### config.mk
export PLATFORM = sky130hd
export DESIGN_NAME = pipe_hazard_sb
export DESIGN_NICKNAME = d
export VERILOG_FILES = /design/src/rtl/pipe_hazard_sb.sv
export SDC_FILE = /design/constraint.sdc
export NUM_CORES = 1
export LEC_CHECK = 0
export ABC_AREA = 1
export CORE_ASPECT_RATIO = 0.6
export CORE_MARGIN = 4
export CORE_UTILIZATION = 55
export CTS_BUF_LIST = sky130_fd_sc_hd__clkbuf_8
export DETAILED_ROUTE_END_ITERATION = 6
export PLACE_DENSITY = 0.79
export RECOVER_POWER = 100
export SETUP_SLACK_MARGIN = 0.02
export SYNTH_ARGS = -nofsm -noshare
export SYNTH_HDL_FRONTEND = slang
export SYNTH_SLANG_ARGS = --single-unit
### constraint.sdc
create_clock -name clock -period 3 [get_ports clock]
set_input_delay 0.6 -clock clock [delete_from_list [all_inputs] [get_ports clock]]
set_output_delay 0.6 -clock clock [all_outputs]
set_load 0.01 [all_outputs]
### src/rtl/pipe_hazard_sb.sv
`default_nettype none
// ============================================================================
// Module   : pipe_hazard_sb
// Purpose  : ID-stage hazard / forwarding unit for a 5-stage pipeline with a
//            scoreboard for a fixed-latency multiply/divide unit (MDU) that
//            owns a private regfile write port.
// Ports    : clock, reset           - rising-edge clock, sync active-high reset
//            id_*                   - pre-decoded ID instruction info
//            ern/ewreg/em2reg       - EX-stage destination, write, load flag
//            mrn/mwreg/mm2reg       - MEM-stage destination, write, load flag
//            fwda/fwdb              - 00 regfile, 01 EX ALU, 10 MEM ALU, 11 MEM load
//            nostall, issue         - pipeline advance / instruction accepted
//            mdu_busy, mdu_wb, mdu_wn - MDU occupancy and writeback port
// Revision : 1.0 - initial release
// ============================================================================
module pipe_hazard_sb #(
  parameter int AW       = 5,
  parameter int MDU_LAT  = 4,
  parameter int MDU_PIPE = 0,
  parameter int FWD_EN   = 1
) (
  input  logic          clock,
  input  logic          reset,
  input  logic          id_valid,
  input  logic [AW-1:0] id_rs,
  input  logic          id_use_rs,
  input  logic [AW-1:0] id_rt,
  input  logic          id_use_rt,
  input  logic [AW-1:0] id_rd,
  input  logic          id_wreg,
  input  logic          id_mdu,
  input  logic [AW-1:0] ern,
  input  logic          ewreg,
  input  logic          em2reg,
  input  logic [AW-1:0] mrn,
  input  logic          mwreg,
  input  logic          mm2reg,
  output logic [1:0]    fwda,
  output logic [1:0]    fwdb,
  output logic          nostall,
  output logic          issue,
  output logic          mdu_busy,
  output logic          mdu_wb,
  output logic [AW-1:0] mdu_wn
);

  localparam int NREG   = 1 << AW;
  localparam bit NO_FWD = (FWD_EN == 0);
  localparam bit SERIAL = (MDU_PIPE == 0);

  // Shift chain: an op enters at the top slot and reaches slot 0 in the
  // cycle its result is written to the regfile.
  logic [MDU_LAT-1:0] slot_valid;
  logic [AW-1:0]      slot_tag [MDU_LAT];
  logic [NREG-1:0]    pend;

  logic rs_live, rt_live;
  logic rs_haz, rt_haz, waw_haz, struct_haz;
  logic mdu_load;

  // Per-source stall: load-use, pending MDU result, or (without forwarding)
  // any in-flight producer in EX or MEM.
  function automatic logic src_hazard(
    input logic            live,
    input logic [AW-1:0]   src,
    input logic [NREG-1:0] pnd,
    input logic [AW-1:0]   e_rn,
    input logic            e_w,
    input logic            e_ld,
    input logic [AW-1:0]   m_rn,
    input logic            m_w
  );
    logic hit_e, hit_m;
    hit_e = e_w && (e_rn == src);
    hit_m = m_w && (m_rn == src);
    return live && ((hit_e && e_ld) || pnd[src] || (NO_FWD && (hit_e || hit_m)));
  endfunction

  // Forwarding select: the youngest producer (EX) wins; an EX load cannot
  // forward and falls through to MEM, but that case is stalled anyway.
  function automatic logic [1:0] fwd_sel(
    input logic          live,
    input logic [AW-1:0] src,
    input logic [AW-1:0] e_rn,
    input logic          e_w,
    input logic          e_ld,
    input logic [AW-1:0] m_rn,
    input logic          m_w,
    input logic          m_ld
  );
    logic [1:0] sel;
    sel = 2'b00;
    if (live && !NO_FWD) begin
      if (e_w && !e_ld && (e_rn == src)) begin
        sel = 2'b01;
      end else if (m_w && (m_rn == src)) begin
        sel = m_ld ? 2'b11 : 2'b10;
      end
    end
    return sel;
  endfunction

  always_comb begin
    rs_live    = id_use_rs && (id_rs != '0);
    rt_live    = id_use_rt && (id_rt != '0);
    rs_haz     = src_hazard(rs_live, id_rs, pend, ern, ewreg, em2reg, mrn, mwreg);
    rt_haz     = src_hazard(rt_live, id_rt, pend, ern, ewreg, em2reg, mrn, mwreg);
    waw_haz    = (id_wreg || id_mdu) && (id_rd != '0) && pend[id_rd];
    struct_haz = SERIAL && id_mdu && mdu_busy;
    nostall    = !id_valid || !(rs_haz || rt_haz || waw_haz || struct_haz);
    issue      = id_valid && nostall;
    mdu_load   = issue && id_mdu;
    fwda       = fwd_sel(rs_live, id_rs, ern, ewreg, em2reg, mrn, mwreg, mm2reg);
    fwdb       = fwd_sel(rt_live, id_rt, ern, ewreg, em2reg, mrn, mwreg, mm2reg);
  end

  always_comb begin
    mdu_busy = |slot_valid;
    mdu_wb   = slot_valid[0] && (slot_tag[0] != '0);
    mdu_wn   = slot_valid[0] ? slot_tag[0] : '0;
  end

  always_ff @(posedge clock) begin
    if (reset) begin
      slot_valid <= '0;
      pend       <= '0;
      for (int i = 0; i < MDU_LAT; i++) begin
        slot_tag[i] <= '0;
      end
    end else begin
      for (int i = 0; i < MDU_LAT - 1; i++) begin
        slot_valid[i] <= slot_valid[i+1];
        slot_tag[i]   <= slot_tag[i+1];
      end
      slot_valid[MDU_LAT-1] <= mdu_load;
      slot_tag[MDU_LAT-1]   <= mdu_load ? id_rd : '0;
      // Clear before set: a WAW stall keeps a new op from targeting the
      // register being retired, so the two never collide in practice.
      if (mdu_wb) begin
        pend[slot_tag[0]] <= 1'b0;
      end
      if (mdu_load && (id_rd != '0)) begin
        pend[id_rd] <= 1'b1;
      end
    end
  end

endmodule
`default_nettype wire

### Word-level counts from Yosys, hierarchy flattened

Memory sizes are Yosys's and may differ from the RTL's.
Index checks and enable logic that the tools add are counted.

* magnitude comparators: 6
* muxes and demuxes: 29
* reductions and logical operators: 37
* eq/ne operators: 4
* bitwise operators: 7

Operator list (number)
* $mux 32: 3
* $and 32x32->32: 1
* $not 32->32: 1
* $or 32x32->32: 1
* $mux 5: 6
* $lt 5x6->1 const B: 4
* $logic_and 1x1->1: 22
* $eq 5x5->1: 4
* $reduce_bool 5->1: 4
* $bmux 1 s5: 3
* $mux 2: 6
* $demux 1 s5: 2
* $ge 5x1->1 const B: 2
* $mux 1: 9
* $logic_or 1x1->1: 7
* $or 1x1->1: 4
* $reduce_or 4->1: 1
* $logic_not 1->1: 3

* output and inout port bits: 13
* memories: 1
* flip-flop bits (word level): 36
* input bits: 36
* bits in writable memories: 20
* logic and storage cells: 86

Memories
* slot_tag: depth 4, width 5, read ports 4, clocked after memory_dff 0, write ports 4, line 54 `logic [AW-1:0] slot_tag [MDU_LAT];`

### Depth between registers and ports, before layout

Gate-level depths: netlist of the first run.

* word-level depth: 14
* depth in mapped cells: 18
* mapped depth without buffers: 15

### Worst setup path after synthesis of the first run

Ideal clock, no wire load.

* path kind: input to output
* from: input port id_rs[0]
* to: output port issue
* path buffers: 3
* setup slack: 575 ps
* stages: 12
* arrival time: 1825 ps
* data required time: 2400 ps
* path through: buf_2 > buf_2 > o211ai_1 > nand2_1 > nor2_1 > nand2_1 > nand3_1 > nand3_1 > nand2_1 > nand3_2 > nor2_4 > buf_6

* word-level cells in the longest chain between the ends: 11
* elaborated cells on any way between the ends: 15
* those cells by class: eq/ne (1); mux (2); reduce/logical (12)

RTL lines
* start: declaration: line 25 `input logic [AW-1:0] id_rs,`
* branches (longest 4 deep; another with $bmux 1 s5)
* $logic_and 1x1->1 *: line 76 `return live && ((hit_e && e_ld) || pnd[src] || (NO_FWD && (hit_e || hit_m)));`
* $logic_or 1x1->1 * (3 in a row): line 110 `nostall = !id_valid || !(rs_haz || rt_haz || waw_haz || struct_haz);`
* $logic_not 1->1 *: line 110
* $logic_or 1x1->1 *: line 110
* $logic_and 1x1->1 *: line 111 `issue = id_valid && nostall;`
* end: declaration: line 41 `output logic issue,`

Mark *: on every way between the ends. The select of a mux whose other input is x is not followed.

### Worst setup path after layout of the first run

* from: input port id_rt[4]
* to: output port fwdb[0]

* word-level cells in the longest chain between the ends: 5
* elaborated cells on any way between the ends: 9
* those cells by class: eq/ne (2); mux (3); reduce/logical (4)

RTL lines
* start: declaration: line 27 `input logic [AW-1:0] id_rt,`
* $eq 5x5->1: line 96 `end else if (m_w && (m_rn == src)) begin`
* $logic_and 1x1->1: line 96
* $mux 2: line 96
* $mux 2: line 94 `if (e_w && !e_ld && (e_rn == src)) begin`
* $mux 2 *: line 93 `if (live && !NO_FWD) begin`
* end: declaration: line 39 `output logic [1:0] fwdb,`

Mark *: on every way between the ends. The rest lies on a longest branch, timed or not.

==> metrics list, run 1 <==
- Setup slack on the critical path of the routed design comes to 4.03 ps.
* Layout Area Growth over Synthesis: 27.4%
* Floorplan die area: 8340 sq um
- Count of different cell masters after synthesis: 30
- Combined area of all synthesized cells: 3800 sq um
* Unrepaired setup endpoints after global routing: yes
- Count of input and output buffers: 48
- Arrival time at the worst endpoint: 2400 ps
- Power share of the sequential group: 48.3%
* CP endpoint kind: primary output
- The number of hold violations in the final report is 0.
- Number of H-tree levels: 2
- Number of DRC violations after detailed-routing iteration 0: 544
* Internal cell power: 1.10 mW
* Number of inserted filler cells in the final layout: 571
- CORE AREA: 6680 sq um
- Share of layout cells above drive strength 1: 13.1%
- In this run the most critical hold path is launched from slot_tag[2][1].
- Flop-to-flop setup slack: 620 ps
- The number of slew-limit violations in the final report is 0.
* Initial antenna violation count: 0
* Chip Height: 72.4 um
- For this run, the leading register cell type out of synthesis is sky130_fd_sc_hd__dfxtp_1.
- VDD sags by at most 0.291 mV.
* P per Cell Area: 324 nW/um^2
- Max-capacitance violation count: 0
- Actual slew at the worst max-slew pin: 994 ps
* Length of the first detailed-routing pass in iterations: 7
- Run status: finished clean
* Post-detail-place hpwl: 9.99 mm
* Clock transition at the registers of the reported paths: 100 ps
- Type of the most critical hold path: reg2reg
- The final layout contains routed wiring with a total length of 13.0 mm.
* Critical Path Start: id_rt[4]
* Required time at the worst-slack endpoint: 2400 ps
- # placed instances: 801
* First-pass GRT wire length: 20.7 mm
* Fraction of power spent switching nets: 29.9%
- Synthesis warning total: 0
* Routed Antenna Nets: 0
- Buffers from clock root to sink, at most: 2
- The finished layout holds 810 standard cells, fillers aside.
- Top Ports: 49
* Final setup skew: 12.6 ps
* Overall track demand over capacity in global routing: 31.5%
* Post-CTS Hold Buffers: 0
- Worst reg2reg path endpoint: pend[4]
* Pre-CTS setup slack: -420 ps
- TritonCTS buffer count: 5
- The final layout contains 758 nets.
- Of all flip-flops after synthesis, the portion carrying an async set or reset was 0%.
- Kind of launch point of the worst setup path: primary input
* Crit path max fanout: 6
- Clock share of power: 28.0%
- Vias post-DR: 4626
- The tree is rooted in a sky130_fd_sc_hd__clkbuf_8.
* Setup_tns: 0 ps
* Number of cell rows: 23
- The number of global-route vias before repair is 4199.
- The later pin in the worst-skew pair is clocked with a latency of 320 ps.
- Buffer count from post-CTS setup fixing: 0
- The number of antenna diodes in the final layout is 0.
- Routability-driven placement finished with a final weighted congestion of 1.03.
- Global-route met2 utilization: 44.1%
- The design draws 1.57 mW.
- The layer flagged by global routing as most heavily used is met1.
* Logic gate share of total power: 23.7%
- In the finished design, the share of the clock period the worst path needs comes to 99.9%.
- In the routed layout, each cell is associated on average with a via count of 5.71.
- Die W: 115 um
- Pin count of the biggest net entering global routing: 50
- For this design the total switching power over the nets is 0.469 mW.
- Static timing analysis puts the maximum clock frequency at 334 MHz.
* WS Path Type: in2out
- The number of cells on the worst reg-to-reg path is 16.
- Summed over all cells, the static leakage comes to 2.24 nW.
* Worst hold path depth: 2
- Count of state elements after synthesis: 56
- Endpoint of the worst hold path: slot_tag[1][1]
* Shortest period the worst path allows: 3000 ps
* GR Layer Usage met3: 9.75%
- For this run, the register share of the synthesized area comes to 29.5%.
* Total DRC errors in the routed layout: 0
- The initial utilization of the core area, before any placement, comes to 56.9%.
- Worst slew slack as a fraction of its limit: 33.8%
* Count of flip-flops with a built-in enable after synthesis: 0
- Setup violations remaining at the end of the flow were counted as 0.
* Routed wire length per instance: 16.0 um
- Global routing used 46.5% of the available met1 tracks.
* Total number of clock tree sinks: 56
- Global-route congestion overflow total: 0
- Gate count after technology mapping: 641
- Synthesized area divided by synthesized cell count: 5.93 sq um
- The worst register-to-register path begins at pend[6].
* CTS tree: built
* Syn_nets: 677
## stage by stage
step | hold WS (ps) | cell area (sq um) | util [%]
after CTS | 410 | 4820 | 72.2
after global routing | 432 | 4840 | 72.5
final | 407 | 4840 | 72.5
after floorplan | 388 | 3800 | -
after global placement | 389 | 4660 | 69.8
after detailed placement | 396 | 4660 | 69.8
## worst max path at each step
stage / end / slack (ps) / cells past startpoint
finish: fwdb[0] / 4 / 7
detailed placement: issue / -420 / 13
floorplan: issue / 580 / 12
CTS: issue / -30 / 15
global placement: nostall / -390 / 13
global route: issue / 4 / 12
## power by group through the flow
stage | combinational [mW] | clock, mW | sequential, mW
6_report | 0.371 | 0.439 | 0.756
5_1_grt | 0.397 | 0.481 | 0.757
4_1_cts | 0.356 | 0.447 | 0.755
3_5_place_dp | 0.346 | 0 | 0.773
3_3_place_gp | 0.341 | 0 | 0.772
2_1_floorplan | 0.192 | 0 | 0.770
## registers in the layout, summed over array words and instances, names as in the netlist
register / cells
pend: 32
slot_tag: 20
slot_valid: 4
## cells by family after synthesis
| group | after synthesis | synth area share (%) |
|---|---|---|
| and+or+nand+nor | 353 | 40.2 |
| buffers and inverters | 129 | 14.7 |
| xor gates and xnor gates | 10 | 2.31 |
| AOI/OAI and AO/OA | 93 | 13.3 |
| DFF | 56 | 29.5 |
## Yosys cell counts (4+ instances only)
| cell | n | area share, % |
|---|---|---|
| sky130_fd_sc_hd__nand2_1 | 173 | 17 |
| sky130_fd_sc_hd__inv_1 | 92 | 9.1 |
| sky130_fd_sc_hd__nor2_1 | 81 | 8.0 |
| sky130_fd_sc_hd__dfxtp_1 | 56 | 30 |
| sky130_fd_sc_hd__nand3_1 | 41 | 5.4 |
| sky130_fd_sc_hd__a21oi_1 | 38 | 5.0 |
| sky130_fd_sc_hd__nand4_1 | 37 | 6.1 |
| sky130_fd_sc_hd__o21ai_0 | 30 | 4.0 |
| sky130_fd_sc_hd__buf_2 | 12 | 1.6 |
| sky130_fd_sc_hd__nor3_1 | 11 | 1.4 |
| sky130_fd_sc_hd__clkbuf_1 | 8 | 0.79 |
| sky130_fd_sc_hd__o21ai_1 | 8 | 1.1 |
| sky130_fd_sc_hd__xor2_1 | 8 | 1.8 |
| sky130_fd_sc_hd__o211ai_1 | 7 | 1.4 |
| sky130_fd_sc_hd__buf_6 | 6 | 1.8 |
| sky130_fd_sc_hd__o31ai_1 | 5 | 0.99 |
| sky130_fd_sc_hd__buf_4 | 4 | 0.79 |
| sky130_fd_sc_hd__inv_2 | 4 | 0.40 |
| sky130_fd_sc_hd__o22ai_1 | 4 | 0.66 |
## area by class of cell
cell class                 count  area [sq um]  area share [%]
clock buffer                   6          82.6            1.71
clock inverter                 2          13.8           0.284
inverter                      97           372            7.68
multi-input combinational    456          2160            44.7
sequential                    56          1120            23.2
tap                           87           109            2.25
timing repair buffer         106           977            20.2
## layout by cell type, fill, tap and decap left out, drive strengths merged, types with 7 or more instances in the layout
master	netlist	layout
nand2	175	175
inv	96	98
nor2	83	83
dfxtp	56	56
buf	24	55
nand3	43	43
a21oi	38	38
o21ai	38	38
nand4	37	37
clkdlybuf4s50	0	27
nor3	12	12
clkbuf	8	11
xor2	8	8
dlygate4sd2	0	8
dlygate4sd3	0	8
o211ai	7	7
## routing by layer
metal  part of all wire, %  wire [um]
met1                    45       5810
met2                    40       5140
met3                    14       1860
met4                   1.4        178
met5                     0          0
## worst max-delay path: stages
cell                              delay (ps)
sky130_fd_sc_hd__clkdlybuf4s50_1         590
sky130_fd_sc_hd__clkbuf_4                230
sky130_fd_sc_hd__xor2_1                  150
sky130_fd_sc_hd__nor3_1                  170
sky130_fd_sc_hd__nand4_1                 150
sky130_fd_sc_hd__o21ai_0                 210
sky130_fd_sc_hd__dlygate4sd2_1           290
## what timing repair did
item,4_1_cts,5_1_grt
gates resized for setup,31,15
cloned,1,0
setup endpoints to repair,6,6
pin swaps,3,2
No activity file was read; power rests on OpenSTA's default activity.
==> run 2, diff against run 1 <==
CORE_MARGIN = 3   (was 4)
DONT_BUFFER_PORTS = 1   (was default)
PLACE_DENSITY = 0.7   (was 0.79)
==> metrics list, run 2 (synthesized netlist as in run 1, its figures left out) <==
- The arrival time of the worst setup path came to 2170 ps (was 2400 ps).
- The clock share of power was 34.4% (was 28.0%).
- First-pass GRT wire length: 19.2 mm (was 20.7 mm)
* Total power consumption of the routed design: 1.43 mW (was 1.57 mW)
- Overall track demand over capacity in global routing: 30.4% (was 31.5%)
* Register containing the most flip-flops in the final layout: pend (unchanged)
- The row count came to 22 (was 23).
- The net switching fraction of the power came to 26.4% (was 29.9%).
- Share of layout cells above drive strength 1: 2.74% (was 13.1%)
- The combinational power share is 12.9% (was 23.7%).
- The register clock-pin slew on the reported worst setup and hold paths was 100 ps (about the same).
- The setup slack of the worst register-to-register path came to 580 ps (was 620 ps).
- The relative contribution of sequential cells to total power was 52.6% (was 48.3%).
- Post-CTS Hold Buffers: 0 (unchanged)
* Setup_tns: 0 ps (unchanged)
* Top Ports: 49 (unchanged)
* P per Cell Area: 375 nW/um^2 (was 324 nW/um^2)
- The classification of the worst setup path is in2out (unchanged).
- Shortest period the worst path allows: 2770 ps (was 3000 ps)
* Area of the multi-input gates: 2110 sq um (was 2160 sq um)
* Vias per cell: 5.88 (was 5.71)
- The starting density of the core is 59.5% (was 56.9%).
* Type of the most critical hold path: in2reg (was reg2reg)
- Final weighted congestion in routability-driven placement: 0.941 (was 1.03)
- Actual slew at the worst max-slew pin: 453 ps (was 994 ps)
- The later-pin clock latency in the skew report was 320 ps (about the same).
* Global-route congestion overflow total: 0 (unchanged)
- The first element of the critical path is id_rs[1] (was id_rt[4]).
- The worst hold path startpoint is reset (was slot_tag[2][1]).
- Chip Height: 70.4 um (was 72.4 um)
- Total number of clock tree sinks: 56 (unchanged)
- Initial antenna violation count: 0 (unchanged)
* CTS-repair resized insts: 0 (was 31)
- Number of DRC violations after detailed-routing iteration 0: 583 (was 544)
- The die area is 7970 sq um (was 8340 sq um).
- Area of all sequential standard cells: 1120 sq um (unchanged)
- The number of buffers on the longest clock path came to 2 (unchanged).
- The clock tree from TritonCTS is built (unchanged).
* Routed Wire Length: 11.9 mm (was 13.0 mm)
- The count of buffers inserted at the top-level ports came to 0 (was 48).
- The sort of element at the start of the critical path is a primary input (unchanged).
- Post-detail-place hpwl: 9.27 mm (was 9.99 mm)
- The number of global-route vias before repair was 3587 (was 4199).
- Post-route clock period utilization: 92.3% (was 99.9%)
- Length of the first detailed-routing pass in iterations: 6 (was 7)
- Routed wire length per instance: 17.0 um (was 16.0 um)
* Run status: finished clean (unchanged)
- Largest registers: pend (32), slot_tag (20), slot_valid (4) (unchanged).
* Unrepaired setup endpoints after global routing: no (was yes)
* Layout Area Growth over Synthesis: 0.626% (was 27.4%)
- Buffer count from post-CTS setup fixing: 0 (unchanged)
- Final WS setup: 231 ps (was 4.03 ps)
* Achievable frequency: 361 MHz (was 334 MHz)
* Max-capacitance violation count: 0 (unchanged)
- The number of nets with antenna violations after routing came to 0 (unchanged).
- The worst path required time is 2400 ps (about the same).
- Final #Nets: 655 (was 758)
- The final-layout worst hold slack was 339 ps (was 407 ps).
- CORE AREA: 6390 sq um (was 6680 sq um)
* Number of H-tree levels: 2 (unchanged)
- The total number of vias came to 4141 (was 4626).
- The final clock skew is 7.84 ps (was 12.6 ps).
* Worst slew slack as a fraction of its limit: 69.8% (was 33.8%)
- Total DRC errors in the routed layout: 0 (unchanged)
- The net switching power came to 0.379 mW (was 0.469 mW).
- The peak supply drop came to 0.308 mV (was 0.291 mV).
- The diode insertion count for antenna repair came to 0 (unchanged).
- The root buffer selected by CTS is sky130_fd_sc_hd__clkbuf_8 (unchanged).
- The number of filler cells placed in the layout came to 645 (was 571).
* Crit path max fanout: 10 (was 6)
- Number of pins with negative max-slew slack in the final report: 0 (unchanged)
- The horizontal die dimension came to 113 um (was 115 um).
* Most frequent cells in the layout: 173 x sky130_fd_sc_hd__nand2_1, 94 x sky130_fd_sc_hd__inv_1, 81 x sky130_fd_sc_hd__nor2_1 (was 173 x sky130_fd_sc_hd__nand2_1, 88 x sky130_fd_sc_hd__inv_1, 77 x sky130_fd_sc_hd__nor2_1)
- The internal power consumption came to 1.06 mW (was 1.10 mW).
* Number of flip-flops in the largest register: 32 (unchanged)
* Static leakage power: 1.68 nW (was 2.24 nW)
- Hold Violations, Final: 0 (unchanged)
- The worst slack at placement was 294 ps (was -420 ps).
- Most common cell after layout, fill and taps aside: sky130_fd_sc_hd__nand2_1 (unchanged)
- Worst reg2reg startpoint: pend[18] (was pend[6])
- The setup-violating endpoint count in the final report is 0 (unchanged).
- The largest net degree at the start of global routing is 51 (was 50).
* TritonCTS buffer count: 5 (unchanged)
* CP endpoint kind: primary output (unchanged)
==> run 2: critical path: stages <==
cell	delay, ps
sky130_fd_sc_hd__inv_1	60
sky130_fd_sc_hd__clkbuf_1	370
sky130_fd_sc_hd__nand2_1	120
sky130_fd_sc_hd__a21oi_1	200
sky130_fd_sc_hd__nand3_1	160
sky130_fd_sc_hd__nand3b_1	190
sky130_fd_sc_hd__nand3_1	80
sky130_fd_sc_hd__nand2_1	60
sky130_fd_sc_hd__nand3_1	150
sky130_fd_sc_hd__nand2_1	170
==> run 2: cell type report <==
class / count / share of cell area, %
multi-input cells: 456 / 55.2
flip-flops and latches: 56 / 29.3
inverters: 97 / 9.53
well taps: 84 / 2.75
clock buffers: 5 / 1.80
clock inverters: 3 / 1.01
repair buffers: 3 / 0.426
==> run 2: power by group through the flow <==
stage / Combinational [mW] / Clock, mW / Sequential (mW)
floorplan: 0.192 / 0 / 0.770
CTS: 0.183 / 0.503 / 0.755
detailed placement: 0.182 / 0 / 0.772
global route: 0.207 / 0.534 / 0.756
global placement: 0.178 / 0 / 0.772
finish: 0.185 / 0.494 / 0.755
==> run 2: through the flow <==
stage / util, % / instance area (sq um) / instances
6_report: 59.9 / 3820 / 704
5_1_grt: 59.9 / 3820 / 704
4_1_cts: 60.1 / 3840 / 704
3_5_place_dp: 58.4 / 3730 / 696
3_3_place_gp: 58.4 / 3730 / 696
2_1_floorplan: - / 3800 / 641
==> run 2: path summary, 6_finish.rpt <==
| path | endpoint | depth (start not counted) |
|---|---|---|
| setup / recovery | nostall | 10 |
| hold / removal | pend[6] | 1 |
| setup reg to reg | pend[18] | 14 |
| hold reg to reg | slot_tag[0][4] | 2 |
==> run 2: per-layer routing <==
layer  routed length [um]  vias up  GRT usage (%)
met5                    0        -              0
met4                  148        0           5.07
li1                     -     2008              -
met3                 1820       25           11.7
met2                 4570      270           38.7
met1                 5410     1838           47.4
